File: src/rtl/weight_load_ctrl.sv
// Weight-tile load sequencer: reads ROWS rows from weight memory into weightFifo, then drains the FIFO into sysArr.
// Optional abort path enabled by defining WEIGHT_LOAD_CTRL_ABORT_EN.
module weight_load_ctrl #(
    parameter int DATA_WIDTH = 8,
    parameter int ARRAY_DIM  = 4,
    parameter int ROWS       = 4,
    parameter int ADDR_WIDTH = 8
) (
    input  logic                            clk,
    input  logic                            reset,
    input  logic                            start,
    input  logic [ADDR_WIDTH-1:0]           base_addr,
    output logic                            busy,
    output logic                            done,
    output logic                            mem_rd_en,
    output logic [ADDR_WIDTH-1:0]           mem_addr,
    input  logic [DATA_WIDTH*ARRAY_DIM-1:0] mem_rdata,
    output logic                            fifo_en,
    output logic [DATA_WIDTH*ARRAY_DIM-1:0] fifo_weightIn,
    output logic [ARRAY_DIM-1:0]            mmu_wwrite
`ifdef WEIGHT_LOAD_CTRL_ABORT_EN
    ,
    input  logic                            abort,
    output logic                            aborted
`endif
);

    localparam int ROW_W   = DATA_WIDTH * ARRAY_DIM;
    localparam int CNT_MAX = (ROWS > ARRAY_DIM) ? ROWS : ARRAY_DIM;
    localparam int CNT_W   = $clog2(CNT_MAX + 1);

    localparam logic [CNT_W-1:0] FILL_LAST  = CNT_W'(ROWS);
    localparam logic [CNT_W-1:0] READ_LAST  = CNT_W'(ROWS - 1);
    localparam logic [CNT_W-1:0] WRITE_LAST = CNT_W'(ARRAY_DIM - 1);

    typedef enum logic [1:0] {
        IDLE  = 2'd0,
        FILL  = 2'd1,
        WRITE = 2'd2,
        DONE  = 2'd3
    } state_e;

    state_e                  state_q;
    logic [CNT_W-1:0]        cnt_q;
    logic [ADDR_WIDTH-1:0]   base_q;
    logic                    busy_q;
    logic                    done_q;
    logic                    mem_rd_en_q;
    logic [ADDR_WIDTH-1:0]   mem_addr_q;
    logic                    fifo_en_q;
    logic [ROW_W-1:0]        fifo_weightIn_q;
    logic [ARRAY_DIM-1:0]    mmu_wwrite_q;
`ifdef WEIGHT_LOAD_CTRL_ABORT_EN
    logic                    aborted_q;
`endif

    logic [CNT_W-1:0] cnt_inc;
    assign cnt_inc = cnt_q + CNT_W'(1);

    // Outputs are registered with the state they belong to, so they are valid
    // in the same cycle as the state. mem_rdata is captured on the edge that
    // closes each read cycle and presented as the push in the following cycle.
    always_ff @(posedge clk or negedge reset) begin
        if (!reset) begin
            // NOTE: every output register sits in the async reset; an abort
            // must never leave a strobe or a stale data word driving the FIFO.
            state_q         <= IDLE;
            cnt_q           <= '0;
            base_q          <= '0;
            busy_q          <= 1'b0;
            done_q          <= 1'b0;
            mem_rd_en_q     <= 1'b0;
            mem_addr_q      <= '0;
            fifo_en_q       <= 1'b0;
            fifo_weightIn_q <= '0;
            mmu_wwrite_q    <= '0;
`ifdef WEIGHT_LOAD_CTRL_ABORT_EN
            aborted_q       <= 1'b0;
`endif
        end else begin
            done_q <= 1'b0;
            case (state_q)
                IDLE: begin
                    if (start) begin
                        state_q     <= FILL;
                        cnt_q       <= '0;
                        base_q      <= base_addr;
                        busy_q      <= 1'b1;
                        mem_rd_en_q <= 1'b1;
                        mem_addr_q  <= base_addr;
                    end
                end
                FILL: begin
                    if (cnt_q == FILL_LAST) begin
                        state_q         <= WRITE;
                        cnt_q           <= '0;
                        mem_rd_en_q     <= 1'b0;
                        fifo_en_q       <= 1'b1;
                        fifo_weightIn_q <= '0;
                        mmu_wwrite_q    <= '1;
                    end else begin
                        cnt_q           <= cnt_inc;
                        mem_rd_en_q     <= (cnt_q != READ_LAST);
                        fifo_en_q       <= 1'b1;
                        fifo_weightIn_q <= mem_rdata;
                        if (cnt_q != READ_LAST) begin
                            // Wraps modulo 2^ADDR_WIDTH by construction.
                            mem_addr_q <= base_q + ADDR_WIDTH'(cnt_inc);
                        end
                    end
                end
                WRITE: begin
                    if (cnt_q == WRITE_LAST) begin
                        state_q      <= DONE;
                        cnt_q        <= '0;
                        done_q       <= 1'b1;
                        fifo_en_q    <= 1'b0;
                        mmu_wwrite_q <= '0;
                    end else begin
                        cnt_q <= cnt_inc;
                    end
                end
                DONE: begin
                    state_q <= IDLE;
                    busy_q  <= 1'b0;
                end
                default: begin
                    state_q <= IDLE;
                    busy_q  <= 1'b0;
                end
            endcase

`ifdef WEIGHT_LOAD_CTRL_ABORT_EN
            // Placed after the case so it overrides whatever the case scheduled.
            aborted_q <= 1'b0;
            if (abort && (state_q == FILL || state_q == WRITE)) begin
                state_q         <= IDLE;
                cnt_q           <= '0;
                busy_q          <= 1'b0;
                done_q          <= 1'b0;
                mem_rd_en_q     <= 1'b0;
                fifo_en_q       <= 1'b0;
                fifo_weightIn_q <= '0;
                mmu_wwrite_q    <= '0;
                aborted_q       <= 1'b1;
            end
`endif
        end
    end

    assign busy          = busy_q;
    assign done          = done_q;
    assign mem_rd_en     = mem_rd_en_q;
    assign mem_addr      = mem_addr_q;
    assign fifo_en       = fifo_en_q;
    assign fifo_weightIn = fifo_weightIn_q;
    assign mmu_wwrite    = mmu_wwrite_q;
`ifdef WEIGHT_LOAD_CTRL_ABORT_EN
    assign aborted       = aborted_q;
`endif

endmodule
File: config.mk
export PLATFORM = sky130hd
export DESIGN_NAME = weight_load_ctrl
export DESIGN_NICKNAME = d
export VERILOG_FILES = /design/src/rtl/weight_load_ctrl.sv
export SDC_FILE = /design/constraint.sdc
export NUM_CORES = 1
export LEC_CHECK = 0
export ABC_AREA = 1
export BUFFER_PORTS_ARGS = -buffer_cell sky130_fd_sc_hd__buf_2
export CORE_MARGIN = 2
export CORE_UTILIZATION = 45
export CTS_BUF_LIST = sky130_fd_sc_hd__clkbuf_4 sky130_fd_sc_hd__clkbuf_8 sky130_fd_sc_hd__clkbuf_16
export CTS_CLUSTER_SIZE = 8
export DETAILED_ROUTE_END_ITERATION = 8
export GPL_ROUTABILITY_DRIVEN = 0
export GPL_TIMING_DRIVEN = 0
export PLACE_DENSITY = 0.75
export SLEW_MARGIN = 20
export SYNTH_ARGS = -nofsm -noshare
export SYNTH_HDL_FRONTEND = slang
export SYNTH_SLANG_ARGS = --single-unit
export TNS_END_PERCENT = 20
File: constraint.sdc
create_clock -name clk -period 1.8 [get_ports clk]
set_input_delay 0.27 -clock clk [delete_from_list [all_inputs] [get_ports clk]]
set_output_delay 0.27 -clock clk [all_outputs]
set_load 0.01 [all_outputs]
==> results <==
- For this block, the via count after detailed routing is 2508.
- The final critical delay including setup and external delays is 1.78 ns.
- The power per standard cell area is 1760 nW/µm².
- The arrival time reported for the critical path endpoint is 2.00 ns.
- The worst setup path is captured at a flip-flop.
- Summing all placed instances gives a cell area of around 3300 µm².
- In this run the tightest slew margin relative to its limit is 52.5%.
- Once detail routing completed, the nets flagged for antenna violations numbered 0.
- The internal power component is 3.75 mW.
- The count of different cell masters after synthesis is 26.
- The floorplan row count is 28.
- The count of flip-flops with a built-in enable after synthesis is 0.
- The cell area after technology mapping is roughly 2800 µm².
- The sink count of the clock tree is 58.
- In the final layout, flip-flops and latches occupy 1450 µm².
- Sequential elements use between 50% and 60% of the synthesized area.
- Across the VDD grid, the largest voltage drop is 0.735 mV.
- Of the total power, registers draw 35.7%.
- The number of detailed-routing iterations run before antenna repair is 4.
- The final design instance area without fill is 3600 µm².
- The clock share of power is 19.0%.
- The start-to-end type of the worst setup path is reg2reg.
- The endpoint of the most critical register-to-register path is mem_addr[7].
- The number of nets handed over by synthesis was about 380.
- In this run the count of I/O pins placed on the die edge is slightly above 90.
- The sum of negative setup slack is 0 ns.
- STA classifies the critical path startpoint as a flip-flop.
- The number of violations of the max-capacitance limit is 0.
- Counting flops with an async set or reset pin after synthesis yields a share of 100%.
- Setup repair after global routing could not meet its margin everywhere.
- Counting flops and latches in the post-synthesis netlist gives 58.
- Once layout is complete, the cells apart from fillers number about 510.
- The critical path ends at mem_addr[7].
- The tree is rooted in a clkbuf_8.
- The estimated wirelength of the detail-placed design is 4830 µm.
- During synthesis, Yosys emitted a total of 0 warnings.
- Once the floorplan was initialized, standard cells occupied 46.5% of the core.
- The wire length after detailed routing is 6600 µm.
- The synthesis-to-finish area growth is 30.6%.
- The number of antenna violations at the first check in global routing is 0.
- The number of hold-slack violations in the final timing report is 24.
- Per report_power, the combinational group accounts for between 40% and 50% of the total.
- The average instance in the mapped netlist occupies 8.39 µm².
- TritonCTS created 9 clock buffers.
- The multi-input gate area in the final layout is 1190 µm².
- The clock tree from TritonCTS is built.
- The data required time of the worst path is 2.02 ns.
- The class of the tightest hold or removal check is in2async.
- Tracing the worst setup path back leads to its startpoint at cnt_q[0].
- 0 antenna diodes ended up in the layout.
- The launching point of the worst reg2reg path is cnt_q[0].
- In this run the worst path has a maximum fanout of 5.
- The number of vias per cell after detailed routing is just under 5.
- The worst setup slack for register-to-register paths is 0.02 ns.
- The number of DRC markers in iteration 0 is between 100 and 150.
- For this run, the leading register cell type out of synthesis is dfrtp_1.
- The post-route DRC violation count is 0.
- The clock arrives with 0.00488 ns of skew.
- The width of the die is 82.2 µm.
- The core area is 5920 µm².
- Counting along the longest clock path gives a buffer depth of 2.
- Port buffering added 90 buffers.
- The first global-routing pass estimated 10400 µm of wire.
- The worst hold slack after final layout is -0.0168 ns.
- The filler cells instantiated in the layout total between 500 and 600.
- The analysis attributes to cell leakage a power of 2.01 nW.
- Dividing the detail-routed wire length by the instance count gives between 10 and 15 µm.
- The number of cells on the worst reg-to-reg path is 10.
- At the pin with the least slew margin, the transition time is 0.712 ns.
- Measured along the y axis, the die boundary spans around 82 µm.
- The total chip power is 6.32 mW.
- Synthesis produced a netlist whose cell count is 328.
- The net switching share of the total power is 40.7%.
- The overall die area is 6760 µm².
- The number of setup violations in the final report is 0.
- The fraction of the cycle the final worst path needs is 98.9%.
- The worst setup margin is about 0.020 ns.
- The fraction of layout instances using a drive strength above 1 is 32.8%.
- The flow ran to the end, but the final reports show violations.
- Measured on the finished design, the core utilization comes to about three fifths.
- After clock tree synthesis, the clock-pin slew on the worst setup and hold paths is 0.06 ns.
- The achievable frequency is 562 MHz.
- Timing analysis after detailed placement gives a worst setup slack of -0.0962 ns.
- The later pin in the worst-skew pair is clocked with a latency of 0.33 ns.
- The net switching power is 2.57 mW.
- The number of placed instances with taps included is 493.
- The final reports fail on hold timing.
- The total routing usage reported by global routing is 20.6%.
- Entering global routing, the biggest net connects 59 pins.
- The clock tree synthesis step divided the H-tree into 3 levels.
- The count of final max-slew check failures is 0.
- The remaining global-route overflow is 0.
- After the last flow step, the layout net total stands at 486.
- The via count of the first global-routing pass is 2371.
[per-layer routing]
metal | global-route usage [%] | vias to the layer above | share of wire (%)
met4 | 11.0 | 0 | 1.9
met5 | 0 | - | 0
met1 | 23.4 | 1158 | 42
met3 | 4.78 | 14 | 6.7
met2 | 35.8 | 83 | 49
li1 | - | 1253 | -
[state kept, by name (all words and copies together) (netlist names), 2 cells and up]
register       cells
fifo_weightIn     32
cnt_q              3
state_q            2
base_q             8
mem_addr           8
[synthesized netlist by cell type (2+ instances only)]
| library cell | instances | area (µm²) |
|---|---|---|
| o21ai_2 | 2 | 17.5 |
| nand3_1 | 44 | 220 |
| nor2_1 | 17 | 63.8 |
| nand4_1 | 4 | 25.0 |
| nand2_4 | 2 | 22.5 |
| buf_2 | 7 | 35.0 |
| inv_2 | 2 | 7.51 |
| o21ai_0 | 16 | 80.1 |
| dfrtp_1 | 58 | 1450 |
| nand2_2 | 2 | 12.5 |
| o21ai_1 | 3 | 15.0 |
| nand2_1 | 116 | 435 |
| clkbuf_1 | 2 | 7.51 |
| a31oi_1 | 2 | 12.5 |
| inv_1 | 24 | 90.1 |
| ha_1 | 11 | 138 |
| buf_1 | 2 | 7.51 |
| a21oi_1 | 3 | 15.0 |
| buf_4 | 4 | 30.0 |
[critical path: stages (launching register included)]
cell     delay, ns
dfrtp_1       0.42
ha_4          0.19
ha_4          0.27
inv_2         0.04
ha_4          0.25
nand3_1       0.12
nand3_2       0.10
nand3_1       0.08
nand3_1       0.08
nand2_1       0.07
nand2_1       0.05
[kinds of logic after synthesis]
group                    share of synthesized area [%]
flip-flops                                        52.7
XOR/XNOR                                         0.318
AO/OA/AOI/OAI                                     5.09
adder cells (fa/ha/maj)                           5.73
buffers and inverters                             6.86
AND/OR/NAND/NOR                                   29.3
[power groups by stage]
stage	combinational [mW]	clock, mW	sequential, mW
after floorplan	1.55	0	2.46
after global placement	2.67	0	2.23
after detailed placement	2.77	0	2.27
after CTS	2.83	1.22	2.25
after global routing	3.27	1.28	2.32
final	2.86	1.20	2.26
[area by class of cell]
| type | count | area share (%) |
|---|---|---|
| tap | 75 | 2.61 |
| sequential | 58 | 40.4 |
| buffer | 16 | 2.54 |
| inverter | 26 | 2.71 |
| multi-input combinational | 228 | 33.2 |
| timing repair buffer | 92 | 13.0 |
| clock buffer | 11 | 4.04 |
| clock inverter | 5 | 1.50 |
[what timing repair did]
| action | CTS | global route |
|---|---|---|
| endpoints found under the setup margin | 5 | 5 |
| hold buffers | 0 | 0 |
| gates resized for setup | 7 | 9 |
| gates cloned | 0 | 0 |
| setup buffers | 0 | 2 |
| pin swaps | 3 | 6 |
| endpoints found under the hold margin | 0 | 0 |
[placed cells by master, fill, tap and decap left out, types with 2 or more instances in the layout]
| cell type | netlist | final |
|---|---|---|
| nand2_1 | 116 | 113 |
| buf_2 | 7 | 96 |
| dfrtp_1 | 58 | 58 |
| nand3_1 | 44 | 42 |
| inv_1 | 24 | 21 |
| nor2_1 | 17 | 17 |
| o21ai_0 | 16 | 16 |
| clkbuf_8 | 0 | 10 |
| buf_4 | 4 | 7 |
| ha_1 | 11 | 7 |
| inv_2 | 2 | 5 |
| nand2_4 | 2 | 4 |
| nand4_1 | 4 | 4 |
| ha_4 | 0 | 4 |
| nand2_2 | 2 | 3 |
| o21ai_1 | 3 | 3 |
| a21oi_1 | 3 | 3 |
| clkinv_2 | 0 | 3 |
| o21ai_2 | 2 | 2 |
| buf_1 | 2 | 2 |
| clkbuf_1 | 2 | 2 |
| a31oi_1 | 2 | 2 |
| nand3_2 | 0 | 2 |
[worst min path at each step]
stage,start,end,slack (ns),cells after the start
2_1_floorplan,reset,base_q[0],-0.03,0
3_3_place_gp,fifo_weightIn[13],fifo_weightIn[13],0.46,2
3_5_place_dp,reset,fifo_weightIn[22],0.38,1
4_1_cts,reset,state_q[0],0.02,1
5_1_grt,reset,fifo_weightIn[1],0.05,1
6_report,reset,fifo_weightIn[22],-0.02,1
(Power assumes the default switching activity.)
